$ cat src/rtl/branch_cmp_pht.sv
// ---------------------------------------------------------------------------
// branch_cmp_pht
//
// ID-stage branch comparator with a pattern history table (PHT) of 2-bit
// saturating counters and branch/mispredict statistics.
//
// The IF stage looks up a taken/not-taken prediction for if_pc. The ID stage
// resolves the branch from the forwarded operands, flags a mispredict against
// the prediction carried down from IF, and trains the PHT entry of id_pc.
//
// Ports:
//   clk           in   clock, all state updates on posedge
//   reset         in   synchronous, active-low reset
//   stall         in   ID stalled: blocks PHT and statistics updates
//   if_pc         in   [31:0] PC in IF (lookup)
//   pred_taken    out  prediction for if_pc
//   id_valid      in   ID holds a real instruction (not a bubble)
//   id_pc         in   [31:0] PC in ID (update)
//   id_pred_taken in   prediction carried from IF
//   cmp_op        in   [2:0] compare operation
//   rd1, rd2      in   [WIDTH-1:0] forwarded rs / rt values
//   cmp_out       out  branch condition result (combinational)
//   mispredict    out  flush/redirect request (combinational)
//   branch_cnt    out  [31:0] resolved-branch count (saturating)
//   mispred_cnt   out  [31:0] mispredict count (saturating)
// ---------------------------------------------------------------------------
module branch_cmp_pht #(
    parameter int         WIDTH    = 32,
    parameter int         IDX_W    = 6,
    parameter logic [1:0] CTR_INIT = 2'b01
) (
    input  logic             clk,
    input  logic             reset,
    input  logic             stall,
    input  logic [31:0]      if_pc,
    output logic             pred_taken,
    input  logic             id_valid,
    input  logic [31:0]      id_pc,
    input  logic             id_pred_taken,
    input  logic [2:0]       cmp_op,
    input  logic [WIDTH-1:0] rd1,
    input  logic [WIDTH-1:0] rd2,
    output logic             cmp_out,
    output logic             mispredict,
    output logic [31:0]      branch_cnt,
    output logic [31:0]      mispred_cnt
);

    localparam int PHT_DEPTH = 2 ** IDX_W;

    // Flop-based table so that a single reset cycle clears every entry.
    logic [1:0]       pht [PHT_DEPTH];
    logic [IDX_W-1:0] lkp_idx;
    logic [IDX_W-1:0] upd_idx;
    logic             is_br;
    logic             do_update;
    logic             rd1_neg;
    logic             rd1_zero;
    logic [1:0]       ctr_cur;
    logic [1:0]       ctr_nxt;
    logic             unused_pc_bits;

    // Word-aligned PCs: bits [1:0] never select an entry.
    assign lkp_idx = if_pc[IDX_W+1:2];
    assign upd_idx = id_pc[IDX_W+1:2];
    assign unused_pc_bits = ^{if_pc[31:IDX_W+2], if_pc[1:0],
                              id_pc[31:IDX_W+2], id_pc[1:0]};

    assign rd1_neg  = rd1[WIDTH-1];
    assign rd1_zero = (rd1 == '0);

    always_comb begin
        cmp_out = 1'b0;
        case (cmp_op)
            3'b000:  cmp_out = (rd1 == rd2);
            3'b001:  cmp_out = (rd1 != rd2);
            3'b010:  cmp_out = rd1_neg || rd1_zero;     // blez
            3'b011:  cmp_out = !rd1_neg && !rd1_zero;   // bgtz
            3'b100:  cmp_out = rd1_neg;                 // bltz
            3'b101:  cmp_out = !rd1_neg;                // bgez
            default: cmp_out = 1'b0;                    // not a branch
        endcase
    end

    assign is_br      = id_valid && (cmp_op <= 3'b101);
    // Not gated by stall: the hazard unit decides whether to act on it.
    assign mispredict = is_br && (cmp_out != id_pred_taken);
    assign do_update  = is_br && !stall;

    // Read-before-write: a same-cycle update is only visible next cycle.
    assign pred_taken = pht[lkp_idx][1];

    always_comb begin
        ctr_cur = pht[upd_idx];
        ctr_nxt = ctr_cur;
        if (cmp_out) begin
            if (ctr_cur != 2'b11) ctr_nxt = ctr_cur + 2'b01;
        end else begin
            if (ctr_cur != 2'b00) ctr_nxt = ctr_cur - 2'b01;
        end
    end

    always_ff @(posedge clk) begin
        if (!reset) begin
            for (int i = 0; i < PHT_DEPTH; i++) begin
                pht[i] <= CTR_INIT;
            end
            branch_cnt  <= '0;
            mispred_cnt <= '0;
        end else if (do_update) begin
            pht[upd_idx] <= ctr_nxt;
            if (branch_cnt != 32'hFFFF_FFFF) begin
                branch_cnt <= branch_cnt + 32'd1;
            end
            if (mispredict && (mispred_cnt != 32'hFFFF_FFFF)) begin
                mispred_cnt <= mispred_cnt + 32'd1;
            end
        end
    end

endmodule

$ cat config.mk
export PLATFORM = sky130hd
export DESIGN_NAME = branch_cmp_pht
export DESIGN_NICKNAME = d
export VERILOG_FILES = /design/src/rtl/branch_cmp_pht.sv
export SDC_FILE = /design/constraint.sdc
export NUM_CORES = 1
export LEC_CHECK = 0
export CORE_MARGIN = 2
export CORE_UTILIZATION = 45
export CTS_CLUSTER_DIAMETER = 40
export DETAILED_ROUTE_END_ITERATION = 6
export PLACE_DENSITY = 0.79
export SLEW_MARGIN = 10
export SYNTH_ARGS = -nofsm -noshare
export SYNTH_HDL_FRONTEND = slang
export SYNTH_SLANG_ARGS = --single-unit
$ cat constraint.sdc
create_clock -name clk -period 4.2 [get_ports clk]
set_clock_uncertainty 0.05 [all_clocks]
set_input_delay 0.63 -clock clk [delete_from_list [all_inputs] [get_ports clk]]
set_output_delay 0.63 -clock clk [all_outputs]
set_load 0.03 [all_outputs]
**Word level (Yosys, flattened, before mapping)**

Memory sizes are Yosys's and may differ from the RTL's.
Cells that the tools add are included.
Widths: inputs -> output; s select.

- Add/subtract/negate cells: 4
- Magnitude comparators: 1
- Equal/unequal tests: 11
- Mux-type cells: 11
- Reduce and logical (&&, ||, !) cells: 15

Operators with widths:

| operator | number |
|---|---|
| $add 32x1->32 const B | 2 |
| $ne 32x32->1 const B | 2 |
| $eq 32x32->1 | 1 |
| $logic_not 32->1 | 1 |
| $ne 32x32->1 | 1 |
| $mux 2 | 4 |
| $eq 3x2->1 const B | 2 |
| $eq 3x3->1 const B | 2 |
| $mux 6 | 1 |
| $pmux 1 s6 | 1 |
| $logic_and 1x1->1 | 5 |
| $mux 1 | 5 |
| $reduce_and 2->1 | 2 |
| $eq 3x1->1 const B | 1 |
| $le 3x3->1 const B | 1 |
| $logic_not 1->1 | 3 |
| $logic_not 3->1 | 1 |
| $add 2x1->2 const B | 1 |
| $ne 2x2->1 const B | 1 |
| $reduce_bool 2->1 | 1 |
| $reduce_or 2->1 | 1 |
| $sub 2x1->2 const B | 1 |
| $logic_or 1x1->1 | 1 |
| $ne 1x1->1 | 1 |

- Flip-flop bits (word level): 64
- Memory bits (writable): 128
- Input port bits: 136
- Output and inout port bits: 67
- Word-level logic and storage cells: 45
- Memories: 1

Memories:

| name | depth | bits a word | rd ports | clocked after Yosys merged registers in | write ports | line | text |
|---|---|---|---|---|---|---|---|
| pht | 64 | 2 | 2 | 0 | 64 | 52 | `logic [1:0] pht [PHT_DEPTH];` |

**Logic depth before layout (Yosys ltp)**

- Depth in word-level cells: 8
- Mapped depth: 13

**Least setup slack after synthesis**

OpenSTA, ideal clock, no wires.

- Path kind: input-to-output
- Start: input port if_pc[2]
- End: output port pred_taken
- Data arrival time: 3.147 ns
- Data required time: 3.520 ns
- Path slack: 0.373 ns
- Stages on the path: 5
- Path buffers: 2
- Cell sequence: clkbuf_1 > buf_1 > mux4_2 > mux4_2 > mux4_2

- Cells in the longest elaborated chain, start to end: 1

Ends and longest elaborated chain:

| what | line | text |
|---|---|---|
| start, declared | 35 | `input logic [31:0] if_pc,` |
| $mem_v2 64x2 | - |  |
| end, declared | 36 | `output logic pred_taken,` |

Every way passes these cells.

**Final worst setup path**

- Start: input port rd1[16]
- End: output port mispredict

- Cells in the longest elaborated chain, start to end: 6
- Elaborated cells between the ends (all ways): 9

Ends and longest elaborated chain:

| what | line | text |
|---|---|---|
| start, declared | 41 | `input logic [WIDTH-1:0] rd1,` |
| $logic_not 32->1 | 70 | `assign rd1_zero = (rd1 == '0);` |
| $logic_not 1->1 | 78 | `3'b011: cmp_out = !rd1_neg && !rd1_zero;` |
| $logic_and 1x1->1 | 78 |  |
| $pmux 1 s6 (*) | 74 | `case (cmp_op)` |
| $ne 1x1->1 (*) | 87 | `assign mispredict = is_br && (cmp_out != id_pred_taken);` |
| $logic_and 1x1->1 (*) | 87 |  |
| end, declared | 44 | `output logic mispredict,` |

Mark *: on every way between the ends. The rest lies on a longest branch, timed or not.

==> impl_metrics.toml <==
[status]
status = "complete, no violations"

[grt]
first_global_vias = 8896
grt_first_pass_wirelength_um = 47000
antenna_found_initial = 0
grt_max_degree = 59
gr-total-overflow = 0
grtUsageTotal = 0.244

[timing]
tightest_slew_ns = 0.767
hold_viol = 0
rsz0062_at_grt = "false"
relSlewSlack = 0.485
fmax_mhz = 253
hold_ws_ns = 0.439
post-route-period-util = 0.942
fin_crit_ns = 3.96
setup_viol = 0
slew_violations = 0
finalSetupTns_ns = 0

[floorplan]
placeableCoreArea_um2 = 23300
pin_count = 203
core.rowCount = 56
fp.dieArea_um2 = 24800
dieWidth_um = 157
start_util = 0.455
die_height_um = 157

[drt]
drc = 0
viasPerCell = 5.99
wire_per_inst_um = 19.6
postRouteAntennaNets = 0
drt_iter0_markers = 961
first_pass_iters = 5
vias = 9123
drt_wl_total_um = 29800

[yosys]
synth_seq_cells = 192
async_flop_share = 0
synthCells = 1057
syn_area_um2 = 10600
yosys.area_share.simple = 0.228
syn-num-nets = 1195
synth_top_family_by_area = "simple AND/OR/NAND/NOR gates"
muxShareOfSynthArea = 0.104
synth-edff-count = 128
synth_cell_types = 64
synth_compound_area_frac = 0.0823
yosys_warnings = 0
avgSynthCellArea_um2 = 10.0
synthXorXnorAreaFrac = 0.0563
synth_adder_area_share = 0.00437
synth-seq-area-share = 0.484
synth_top_flop_cell = "edfxtp_1"

[power_and_ir_drop]
cellPowerDensity_nw_per_um2 = 326
max-vdd-ir-drop_uv = 247
leakage_nw = 4.30
p_total_mw = 4.27

[clock_network]
post_cts_buffers = 0
clk_pin_slew_ns = 0.07
cts_resized = 0
cts.htree.levels = 4
cts_tree = "done"
cts_buffer_depth = 2
clock_latency_ns = 0.44
holdBufCountCts = 0
cts_buffers = 17
root_buffer = "clkbuf_16"
clock-sinks = 192

[final_layout]
final_cell_mix = "146 x clkdlybuf4s50_1, 128 x edfxtp_1, 108 x nand2_1, 101 x nor2_1, 79 x nand3_1"
diodes = 0
final_layout_size_suffix_gt1_frac = 0.105
fin_nets = 1330
stdcell_count = 1524
syn_to_final_growth_pct = 23.9
layout_commonest_cell = "clkdlybuf4s50_1"

[min_path]
hp-class = "flop to flop"

[place]
placed_cells = 1492
gp_congestion = 0.886
io_buffers = 150
dp_hpwl_um = 21000

[worst_setup_path]
worstSetupStartpointType = "input pin"
cp.arrival_ns = 3.28
crit_path_end_kind = "output pin"
worstPathRequired_ns = 3.52
critPathMaxFanout = 7
timing_worst_setup_path_type = "input pin to output pin"

[job]
maxCapViolations = 0
## flip-flops by register name (all words and copies together) (netlist names)
name and cells:
pht 128, branch_cnt 32, mispred_cnt 32
## routing by layer
layer  GRT usage  share of wire  vias up
met2       0.396           0.48      501
met5           0              0        -
met3      0.0672           0.10       65
met1       0.315           0.40     4369
li1            -              -     4188
met4      0.0835          0.025        0
## cell families after synthesis
group / count (synthesis)
fa+ha+maj: 4
compound gates: 143
flops: 192
xor+xnor: 68
buf+inv: 92
mux: 74
simple gates: 484
## synth_stat cells, types with 3 or more instances
cell      count  share of area
xnor2_1      18          0.015
o21ai_0      64          0.030
buf_6         8         0.0085
nand3b_1      4         0.0028
inv_1         8         0.0028
or4_1         6         0.0043
nand2_1     108          0.038
buf_1         3         0.0011
o31ai_1       5         0.0035
and2_1        7         0.0041
dfxtp_1      64           0.12
nor4_1       24          0.014
a22o_1        6         0.0050
mux2_1        3         0.0032
and4_1       14          0.012
a221oi_1      4         0.0033
nand2b_1     18          0.011
a31oi_1       6         0.0035
a21oi_1      25          0.012
nor2b_1       4         0.0024
mux2_2        5         0.0053
nand3_1      79          0.037
a211oi_1      3         0.0021
or3_1         8         0.0047
mux4_2       28          0.060
nor2_1      101          0.036
nand4_1      20          0.012
mux2i_1      38          0.036
clkbuf_1     48          0.017
xor2_1       50          0.041
o211ai_1      6         0.0043
nor3_1       60          0.028
edfxtp_1    128           0.36
a22oi_1       9         0.0064
and3_1       14         0.0083
buf_2        23          0.011
## metrics by stage
step,util,instance area (um^2),setup WS (ns)
after floorplan,-,10600,0.373
after detailed placement,0.539,12500,0.0341
after global placement,0.539,12500,0.0433
after global routing,0.564,13100,0.158
after CTS,0.564,13100,0.0274
final,0.564,13100,0.245
## area by class of cell
| type | instances | area [um^2] |
|---|---|---|
| well taps | 319 | 399 |
| clock inverters | 13 | 111 |
| multi-input cells | 773 | 5020 |
| fillers | 1997 | 10100 |
| clock buffers | 19 | 475 |
| flip-flops and latches | 192 | 5120 |
| repair buffers | 199 | 1950 |
| inverters | 9 | 33.8 |
## critical path: stages
cell and delay [ns]:
clkdlybuf4s50_1 0.48, nor4_1 0.47, nand4_1 0.20, o21ai_0 0.18, or3b_1 0.41, and4_1 0.29
or2_1 0.25, nor2_1 0.16, buf_4 0.20
## report_power, final
group	switching (mW)	internal, mW	total, mW
registers	0.0205	2.04	2.06
clock network	0.764	0.871	1.64
logic	0.334	0.243	0.577
total	1.12	3.15	4.27
## worst paths after layout
check                       start  depth (start not counted)  slack (ns)               to
setup / recovery          rd1[16]                          9        0.24       mispredict
hold / removal    mispred_cnt[24]                          2        0.44  mispred_cnt[24]
setup reg to reg       pht[38][0]                          8        1.18       pht[16][0]
hold reg to reg   mispred_cnt[24]                          2        0.44  mispred_cnt[24]
Note: power is estimated with default switching activity, not from simulation.
